--- src/rtl/mem_arbiter.sv ---
// mem_arbiter: single-port memory shared by instruction fetch and data access.
// Define ARB_RR_EN for round-robin arbitration on contention; default is fixed data priority.
module mem_arbiter (
    input  logic        clk,
    input  logic        rst_n,
    input  logic        if_req,
    input  logic [63:0] if_addr,
    output logic [31:0] if_rdata,
    output logic        if_ack,
    input  logic        d_req,
    input  logic        d_we,
    input  logic [63:0] d_addr,
    input  logic [63:0] d_wdata,
    output logic [63:0] d_rdata,
    output logic        d_ack,
    output logic [63:0] mem_addr,
    output logic [63:0] mem_wdata,
    input  logic [63:0] mem_rdata,
    output logic        mem_read,
    output logic        mem_write,
    input  logic        mem_ready,
    output logic        stall
);
    typedef enum logic [1:0] {IDLE, IF_BUSY, D_BUSY} state_t;
    state_t      state_q, state_d;
    logic [63:0] mem_addr_q, mem_addr_d, mem_wdata_q, mem_wdata_d, d_rdata_q, d_rdata_d;
    logic [31:0] if_rdata_q, if_rdata_d;
    logic        mem_read_q, mem_read_d, mem_write_q, mem_write_d;
    logic        if_ack_q, if_ack_d, d_ack_q, d_ack_d;
    logic        if_go, d_go, pick_d, grant, done;
`ifdef ARB_RR_EN
    logic        last_data_q, last_data_d;
`endif
    always_comb begin
        // a requester still holds req during its ack cycle; that request is already served
        if_go = if_req & ~if_ack_q;
        d_go = d_req & ~d_ack_q;
        grant = (state_q == IDLE) & (if_go | d_go);
        done = (state_q != IDLE) & mem_ready;
`ifdef ARB_RR_EN
        pick_d = d_go & (~if_go | ~last_data_q);
        last_data_d = grant ? pick_d : last_data_q;
`else
        pick_d = d_go;
`endif
        state_d = (state_q == IDLE) ? (pick_d ? D_BUSY : (if_go ? IF_BUSY : IDLE)) :
                  (done ? IDLE : state_q);
        mem_addr_d = grant ? (pick_d ? d_addr : if_addr) : mem_addr_q;
        mem_wdata_d = (grant & pick_d) ? d_wdata : mem_wdata_q;
        mem_read_d = grant ? (~pick_d | ~d_we) : (done ? 1'b0 : mem_read_q);
        mem_write_d = grant ? (pick_d & d_we) : (done ? 1'b0 : mem_write_q);
        if_ack_d = done & (state_q == IF_BUSY);
        d_ack_d = done & (state_q == D_BUSY);
        // fetch address is held in mem_addr for the whole access, so bit 2 picks the word
        if_rdata_d = if_ack_d ? (mem_addr_q[2] ? mem_rdata[63:32] : mem_rdata[31:0]) : if_rdata_q;
        d_rdata_d = (d_ack_d & mem_read_q) ? mem_rdata : d_rdata_q;
    end
    always_ff @(posedge clk or negedge rst_n) begin
        if (!rst_n) begin
            state_q <= IDLE;
            mem_addr_q <= '0;
            mem_wdata_q <= '0;
            mem_read_q <= 1'b0;
            mem_write_q <= 1'b0;
            if_ack_q <= 1'b0;
            d_ack_q <= 1'b0;
            if_rdata_q <= '0;
            d_rdata_q <= '0;
`ifdef ARB_RR_EN
            last_data_q <= 1'b1;
`endif
        end else begin
            state_q <= state_d;
            mem_addr_q <= mem_addr_d;
            mem_wdata_q <= mem_wdata_d;
            mem_read_q <= mem_read_d;
            mem_write_q <= mem_write_d;
            if_ack_q <= if_ack_d;
            d_ack_q <= d_ack_d;
            if_rdata_q <= if_rdata_d;
            d_rdata_q <= d_rdata_d;
`ifdef ARB_RR_EN
            last_data_q <= last_data_d;
`endif
        end
    end
    assign mem_addr = mem_addr_q;
    assign mem_wdata = mem_wdata_q;
    assign mem_read = mem_read_q;
    assign mem_write = mem_write_q;
    assign if_ack = if_ack_q;
    assign d_ack = d_ack_q;
    assign if_rdata = if_rdata_q;
    assign d_rdata = d_rdata_q;
    assign stall = if_go | d_go;
endmodule
--- config.mk ---
export PLATFORM = sky130hd
export DESIGN_NAME = mem_arbiter
export DESIGN_NICKNAME = d
export VERILOG_FILES = /design/src/rtl/mem_arbiter.sv
export SDC_FILE = /design/constraint.sdc
export NUM_CORES = 1
export LEC_CHECK = 0
export CORE_AREA = 2 2 193 195
export DETAILED_ROUTE_END_ITERATION = 10
export DIE_AREA = 0 0 195 197
export HOLD_SLACK_MARGIN = 0.05
export PLACE_DENSITY = 0.7
export SYNTH_ARGS = -nofsm -noshare
export SYNTH_HDL_FRONTEND = slang
export SYNTH_SLANG_ARGS = --single-unit
export TNS_END_PERCENT = 5
--- constraint.sdc ---
create_clock -name clk -period 2.18 [get_ports clk]
set_input_delay 0.436 -clock clk [delete_from_list [all_inputs] [get_ports clk]]
set_output_delay 0.436 -clock clk [all_outputs]
set_load 0.02 [all_outputs]
# Word-level counts from Yosys, hierarchy flattened
# Cells that the tools add are included.
# op_classes
n_eq_ne,2
muxes,9
bitwise,15
reduce_logical,4
# op_table
op,count
two-way mux 64 bit,1
two-way mux 32 bit,1
bitwise AND 1 bit,9
two-way mux 2 bit,3
nonzero test 2 bit,3
two-way mux 1 bit,4
NOT 1 bit,4
"== test 2 x 1 -> 1 bit, second input constant",1
"== test 2 bit, second input constant",1
zero test 2 bit,1
bitwise OR 1 bit,2
# word_totals
ff_bits,230
input_bits,262
out_inout_bits,229

# Longest topological paths before layout
# Gate-level depths: netlist of the first run.
# logic_depth
word_depth,5
ltp_mapped,5

# Least setup slack after synthesis of the first run
# No wires, ideal clock.
# synth_path
path_kind,reg-to-reg
from,"register d_ack_q, in the netlist d_ack"
to,"register mem_addr_q[14], in the netlist mem_addr[14]"
setup_ns,0.125
t_arrival_ns,1.522
path_slack_ns,0.533
path_stages_with_launch,6
n_path_buf,2
path_cell_list,dfrtp_1 > nor2b_1 > buf_6 > buf_6 > mux2_4 > mux2_4
# synth_between
elab_chain_cells,4
elab_cells_between_ends,5
classes_between,mux (1); bitwise (4)
# synth_rtl
element,line_no,text
"start, declared",29,"logic if_ack_q, if_ack_d, d_ack_q, d_ack_d;"
"start signal, assigned",79,d_ack_q <= d_ack_d;
NOT 1 bit (*),37,d_go = d_req & ~d_ack_q;
bitwise AND 1 bit (*),37,
bitwise OR 1 bit,38,grant = (state_q == IDLE) & (if_go | d_go);
bitwise AND 1 bit,38,
"end signal, assigned",74,mem_addr_q <= mem_addr_d;
"end, declared",26,"logic [63:0] mem_addr_q, mem_addr_d, mem_wdata_q, mem_wdata_d, d_rdata_q, d_rdata_d;"
# Mark *: on every way between the ends. The rest lies on a longest branch, timed or not.
# A chain may end at the register's enable or synchronous reset.

# Worst setup path after layout of the first run
# layout_path
from,"register mem_read_q, in the netlist mem_read"
to,output port mem_read
# layout_lines
element,line_no,text
"start, declared",28,"logic mem_read_q, mem_read_d, mem_write_q, mem_write_d;"
"start signal, assigned",76,mem_read_q <= mem_read_d;
"end, declared",19,"output logic mem_read,"
# No word-level cell between the ends.

==> impl_metrics.toml, run 1 <==
[outcome]
status = "completed"

[timing]
period_share_pct = 93.9
hold_viol = 0
whs_ns = 0.427
layout_min_cycle_time_ns = 2.05
rsz0062_at_grt = "false"
drv_slew = 0
tightestPinTransition_ns = 0.665
clock.fmax_mhz = 488
setup_viol = 0
clock_skew_ns = 0.0128
max_slew_margin_pct = 55.7

[grt]
grt_max_degree = 66
grt_pass1_wl_mm = 47.8
gr-total-overflow = 0
track_usage_pct = 16.0
antenna_found_initial = 2
grt_pass1_vias = 7897

[floorplanning]
dieHeight_um = 197
die_w_um = 195
core-area_sq_mm = 0.0363
start_util_pct = 28.4
io_pins = 491
rows = 70
die_area_sq_mm = 0.0384

[clocking]
cts_tree = "built"
root_buffer = "clkbuf_16"
cts_max_level = 1
clkLatencyLatePin_ns = 0.54
cts_sinks = 230
clock_path_buffers = 3
post-cts-setup-buffers = 0
cts.clk_slew.worst_paths_ns = 0.06
numCtsBuffers = 26

[synth]
synthCells = 642
yosys_warnings = 0
syn_area_per_cell_sq_um = 16.0
synth_nets = 904
synth_area_sq_mm = 0.0103
synthDistinctLibCells = 28
synth-seq-cells = 230
ys_seq_area_share_pct = 55.9

[worst_setup_path]
crit_required_ns = 1.74
path_buf_inv = 1
slowest_delay_ns = 0.67
critical_path_class = "reg -> out"
worst_path_max_delay_cell = "clkdlybuf4s50_1"
cp_top_family = "buffers and inverters"
worstPathArrival_ns = 1.61
worstPathMaxFanout = 3
cp_cell_sequence = "clkdlybuf4s50_1"
crit_path_start_kind = "flip-flop"
critPathCaptureType = "primary output"

[pwr]
switchingPower_mw = 8.95
powerDensity_mw_per_mm2 = 1520
swShare_pct = 35.1
power.share.clock_pct = 17.6
p_comb_share_pct = 52.3
pwr-share-seq_pct = 30.2
max-vdd-ir-drop_mv = 0.870
power_leakage_nw = 7.40
p_int_mw = 16.6

[final_layout]
postLayoutCoreUtil_pct = 46.3
final_nets = 1425
layout-drive-gt1-share_pct = 28.4
area_growth_syn_to_layout_pct = 63.0
finalNonFillerCells = 1650

[detailed_routing]
drt_wl_total_mm = 31.6
post_drt_via_cell_ratio = 4.42
drc = 0
dr.pass1.iters = 6
vias = 7288
drt_iter0_drc = 211
ant_nets = 0
wl_per_cell_um = 19.1

[flow_run]
maxCapViolCount = 0

[placement]
place_inst = 1602
hpwl_mm = 23.5
port_buffers = 490
place_congestion = 0.784

[hold_path]
hp-class = "in -> async"
sequential cells by signal (all words and copies together) (netlist names):
signal	cells
mem_addr	64
mem_write	1
mem_read	1
if_ack	1
d_rdata	64
mem_wdata	64
d_ack	1
state_q	2
if_rdata	32
cells by family (layout without fill, tap and decap cells):
| logic type | Yosys count | in the layout | synth area share (%) |
|---|---|---|---|
| AND/OR/NAND/NOR | 46 | 46 | 2.14 |
| buffers and inverters | 41 | 580 | 3.53 |
| other | 0 | 1 | 0 |
| AO/OA/AOI/OAI | 37 | 37 | 1.93 |
| flip-flops | 230 | 230 | 55.9 |
| multiplexers | 288 | 288 | 36.5 |
cell usage in the layout (no fill, tap or decap), drive strengths merged, types with 2 or more instances in the layout:
cell type      instances
clkinv                 4
inv                    3
clkdlybuf4s50        487
mux2i                 32
nand2b                 2
mux2                 256
clkbuf                38
buf                   41
bufinv                 2
nand3b                 2
clkinvlp               2
o21ai                 32
nand2                 35
dfrtp                230
dlygate4sd2            2
power groups by stage:
stage | combinational (mW) | clock (mW) | sequential (mW)
finish | 13.3 | 4.49 | 7.71
global route | 14.0 | 4.81 | 7.98
detailed placement | 13.5 | 0 | 7.70
CTS | 13.5 | 4.62 | 7.71
global placement | 13.3 | 0 | 7.68
floorplan | 4.89 | 0 | 10.2
worst paths after layout:
path	startpoint	to	slack [ns]	cells past startpoint
setup / recovery	mem_read	mem_read	0.13	1
hold / removal	rst_n	if_rdata[23]	0.43	2
setup reg to reg	d_ack	mem_addr[10]	0.35	5
hold reg to reg	if_rdata[24]	if_rdata[24]	0.47	2
max in group asynchronous	rst_n	mem_wdata[17]	1.06	3
min in group clk	if_rdata[24]	if_rdata[24]	0.47	2
through the flow:
step / area, sq um / TNS (ns) / total power, mW / worst slack, ns
finish: 16800 / 0 / 25.5 / 0.133
detailed placement: 15900 / -0.868 / 21.2 / -0.0648
floorplan: 10300 / 0 / 15.1 / 0.533
global route: 16800 / 0 / 26.8 / 0.0501
global placement: 15900 / -0.244 / 21.0 / -0.0304
CTS: 16800 / 0 / 25.8 / 0.0899
cells in the mapped netlist (all sizes together):
cell	n	share of area [%]
nand4	1	0.061
nand3	1	0.049
inv	3	0.11
nand2b	2	0.12
o22ai	1	0.061
o21a	1	0.073
mux2i	32	3.1
nor4b	1	0.15
a21boi	1	0.073
or2	1	0.085
nor2	1	0.036
dfrtp	230	56
o21ai	32	1.6
clkbuf	7	0.26
o32ai	1	0.085
mux2	256	33
and3b	1	0.085
a21oi	1	0.085
buf	31	3.2
nand2	35	1.3
nor2b	1	0.061
nand3b	2	0.15
layer usage:
layer  global-route usage, %  routed length (um)  vias to the layer above
li1                        -                   -                     3322
met1                    18.3               12300                     3602
met2                    27.9               15500                      311
met3                    5.84                3010                       51
met4                    4.83                 725                        2
met5                       0                  18                        -
final cells by class:
| type | count | area [sq um] |
|---|---|---|
| diodes | 1 | 2.50 |
| well taps | 468 | 586 |
| repair buffers | 531 | 5360 |
| clock inverters | 8 | 95.1 |
| inverters | 3 | 11.3 |
| multi-input cells | 371 | 4210 |
| fillers | 3209 | 19500 |
| clock buffers | 38 | 777 |
| flip-flops and latches | 230 | 5760 |
timing repair:
item                                    CTS  global route
hold endpoints to repair                 47             0
resized for setup                         2             0
hold buffers                              1             0
endpoints found under the setup margin    2             0
Note: power is estimated with default switching activity, not from simulation.
==> run 2, diff against run 1 <==
Settings changed: CORE_AREA 2 2 193 195 to 2 2 190 192, CTS_CLUSTER_SIZE set to 14, DIE_AREA 0 0 195 197 to 0 0 192 194, GPL_TIMING_DRIVEN set to 0, PLACE_DENSITY 0.7 to 0.72.
Clock period 2.18 ns to 2.4 ns, I/O delays scaled along.
==> impl_metrics.toml, run 2 (synthesized netlist as in run 1, its figures left out) <==
[outcome]
status = "completed"

[clocking]
post-cts-setup-buffers = 0
cts.clk_slew.worst_paths_ns = 0.06
cts_sinks = 230
cts_max_level = 1
clkLatencyLatePin_ns = 0.55
cts_tree = "built"
root_buffer = "clkbuf_16"
numCtsBuffers = 26
clock_path_buffers = 3

[timing]
clock.fmax_mhz = 469
rsz0062_at_grt = "false"
period_share_pct = 88.9
final.setup.worst_slack_ns = 0.267
setup_viol = 0
drv_slew = 0
hold_viol = 0
max_slew_margin_pct = 58.5
clock_skew_ns = 0.0186
layout_min_cycle_time_ns = 2.13
tightestPinTransition_ns = 0.622

[pwr]
powerDensity_mw_per_mm2 = 1410
pwr-share-seq_pct = 29.5
power.share.clock_pct = 18.2
switchingPower_mw = 8.36
swShare_pct = 35.4
max-vdd-ir-drop_mv = 0.900
power_leakage_nw = 7.38
p_comb_share_pct = 52.3
p_int_mw = 15.3

[placement]
port_buffers = 490
place_inst = 1595
hpwl_mm = 25.0
place_congestion = 0.776
place_ws_ns = -0.183

[grt]
gr-total-overflow = 0
grt_max_degree = 117
track_usage_pct = 17.2
grt_pass1_vias = 8166
antenna_found_initial = 1
grt_pass1_wl_mm = 49.4

[detailed_routing]
ant_nets = 0
drt_wl_total_mm = 33.2
post_drt_via_cell_ratio = 4.47
wl_per_cell_um = 20.2
drc = 0
drt_iter0_drc = 124
dr.pass1.iters = 4
vias = 7344

[worst_setup_path]
crit_path_start_kind = "flip-flop"
r2r_end = "mem_wdata[60]"
rrSetupSlack_ns = 0.43
critPathCaptureType = "primary output"
worst_path_max_delay_cell = "clkdlybuf4s50_1"
slowest_delay_ns = 0.69
path_buf_inv = 1
cp_cell_sequence = "clkdlybuf4s50_1"
worstPathArrival_ns = 1.65
worstPathMaxFanout = 3
reg2reg_depth = 4
crit_required_ns = 1.92
worstReg2RegStart = "d_ack"
critical_path_class = "reg -> out"
cp_top_family = "buffers and inverters"

[floorplanning]
die_w_um = 192
dieHeight_um = 194
io_pins = 491
rows = 69
start_util_pct = 29.2
core-area_sq_mm = 0.0352
die_area_sq_mm = 0.0372

[final_layout]
layout_common_cells = "488 x clkdlybuf4s50_1, 230 x dfrtp_1, 149 x mux2_4, 98 x mux2_2, 34 x nand2_1"
final_nets = 1425
multiInputGateArea_sq_mm = 0.00418
finalNonFillerCells = 1644
num-fill-cells = 3080
seqCellArea_sq_mm = 0.00576
layout_commonest_cell = "clkdlybuf4s50_1"
area_growth_syn_to_layout_pct = 62.9
layout-drive-gt1-share_pct = 27.7

[hold_path]
hp-class = "in -> async"

[flow_run]
maxCapViolCount = 0
-- run 2: cell count changes in the layout (fill, tap and decap cells not counted), sizes merged --
| cell | delta |
|---|---|
| bufinv | +2 |
| clkdlybuf4s50 | +1 |
| dlygate4sd2 | -1 |
| buf | -7 |
| clkinvlp | +1 |
| clkbuf | +5 |
-- run 2: layer usage --
| metal | vias up | global-route usage, % | wire (um) |
|---|---|---|---|
| met2 | 324 | 31.1 | 16700 |
| met5 | - | 0 | 0 |
| li1 | 3328 | - | - |
| met4 | 0 | 4.50 | 811 |
| met1 | 3637 | 19.2 | 12400 |
| met3 | 55 | 5.77 | 3230 |
-- run 2: worst max path at each step --
stage | endpoint | start | cells past startpoint
2_1_floorplan | mem_addr[14] | d_ack | 5
3_3_place_gp | mem_addr[20] | rst_n | 1
3_5_place_dp | mem_wdata[60] | d_req | 5
4_1_cts | d_ack | d_ack | 1
5_1_grt | stall | d_ack | 3
6_report | mem_read | mem_read | 1
-- run 2: worst register-to-register path, delay by kind of cell, from the launching register on --
| family | cells | cell delay, ns |
|---|---|---|
| flip-flops | 1 | 0.44 |
| AND/OR/NAND/NOR | 1 | 0.52 |
| multiplexers | 1 | 0.36 |
| buffers and inverters | 2 | 0.54 |
-- run 2: through the flow --
stage / hold WS, ns / area (sq um) / total power, mW / TNS, ns / util, %
2_1_floorplan: 0.184 / 10300 / 13.7 / 0 / -
5_1_grt: 0.347 / 16800 / 24.8 / 0 / 47.6
3_5_place_dp: 0.327 / 15800 / 19.5 / -6.46 / 45.0
6_report: 0.366 / 16800 / 23.6 / 0 / 47.6
4_1_cts: 0.335 / 16800 / 23.9 / 0 / 47.6
3_3_place_gp: 0.464 / 15800 / 19.3 / -2156.18 / 44.8
-- run 2: power groups by stage --
stage,Clock (mW),Sequential [mW],Combinational (mW)
final,4.30,6.96,12.4
after global routing,4.58,7.19,13.0
after CTS,4.44,6.97,12.5
after detailed placement,0,6.97,12.5
after global placement,0,6.93,12.4
after floorplan,0,9.27,4.44
-- run 2: area by class of cell --
cell class / count / area share (%)
Tap cell: 461 / 3.44
Clock inverter: 11 / 1.04
Buffer: 38 / 2.10
Timing Repair Buffer: 493 / 29.6
Clock buffer: 36 / 4.46
Inverter: 3 / 0.0671
Sequential cell: 230 / 34.3
Antenna cell: 1 / 0.0149
Multi-Input combinational cell: 371 / 24.9
-- run 2: what timing repair did --
action                                  CTS  global route
endpoints found under the hold margin    18             0
resized for setup                         1             0
hold buffers                              1             0
endpoints found under the setup margin    1             0
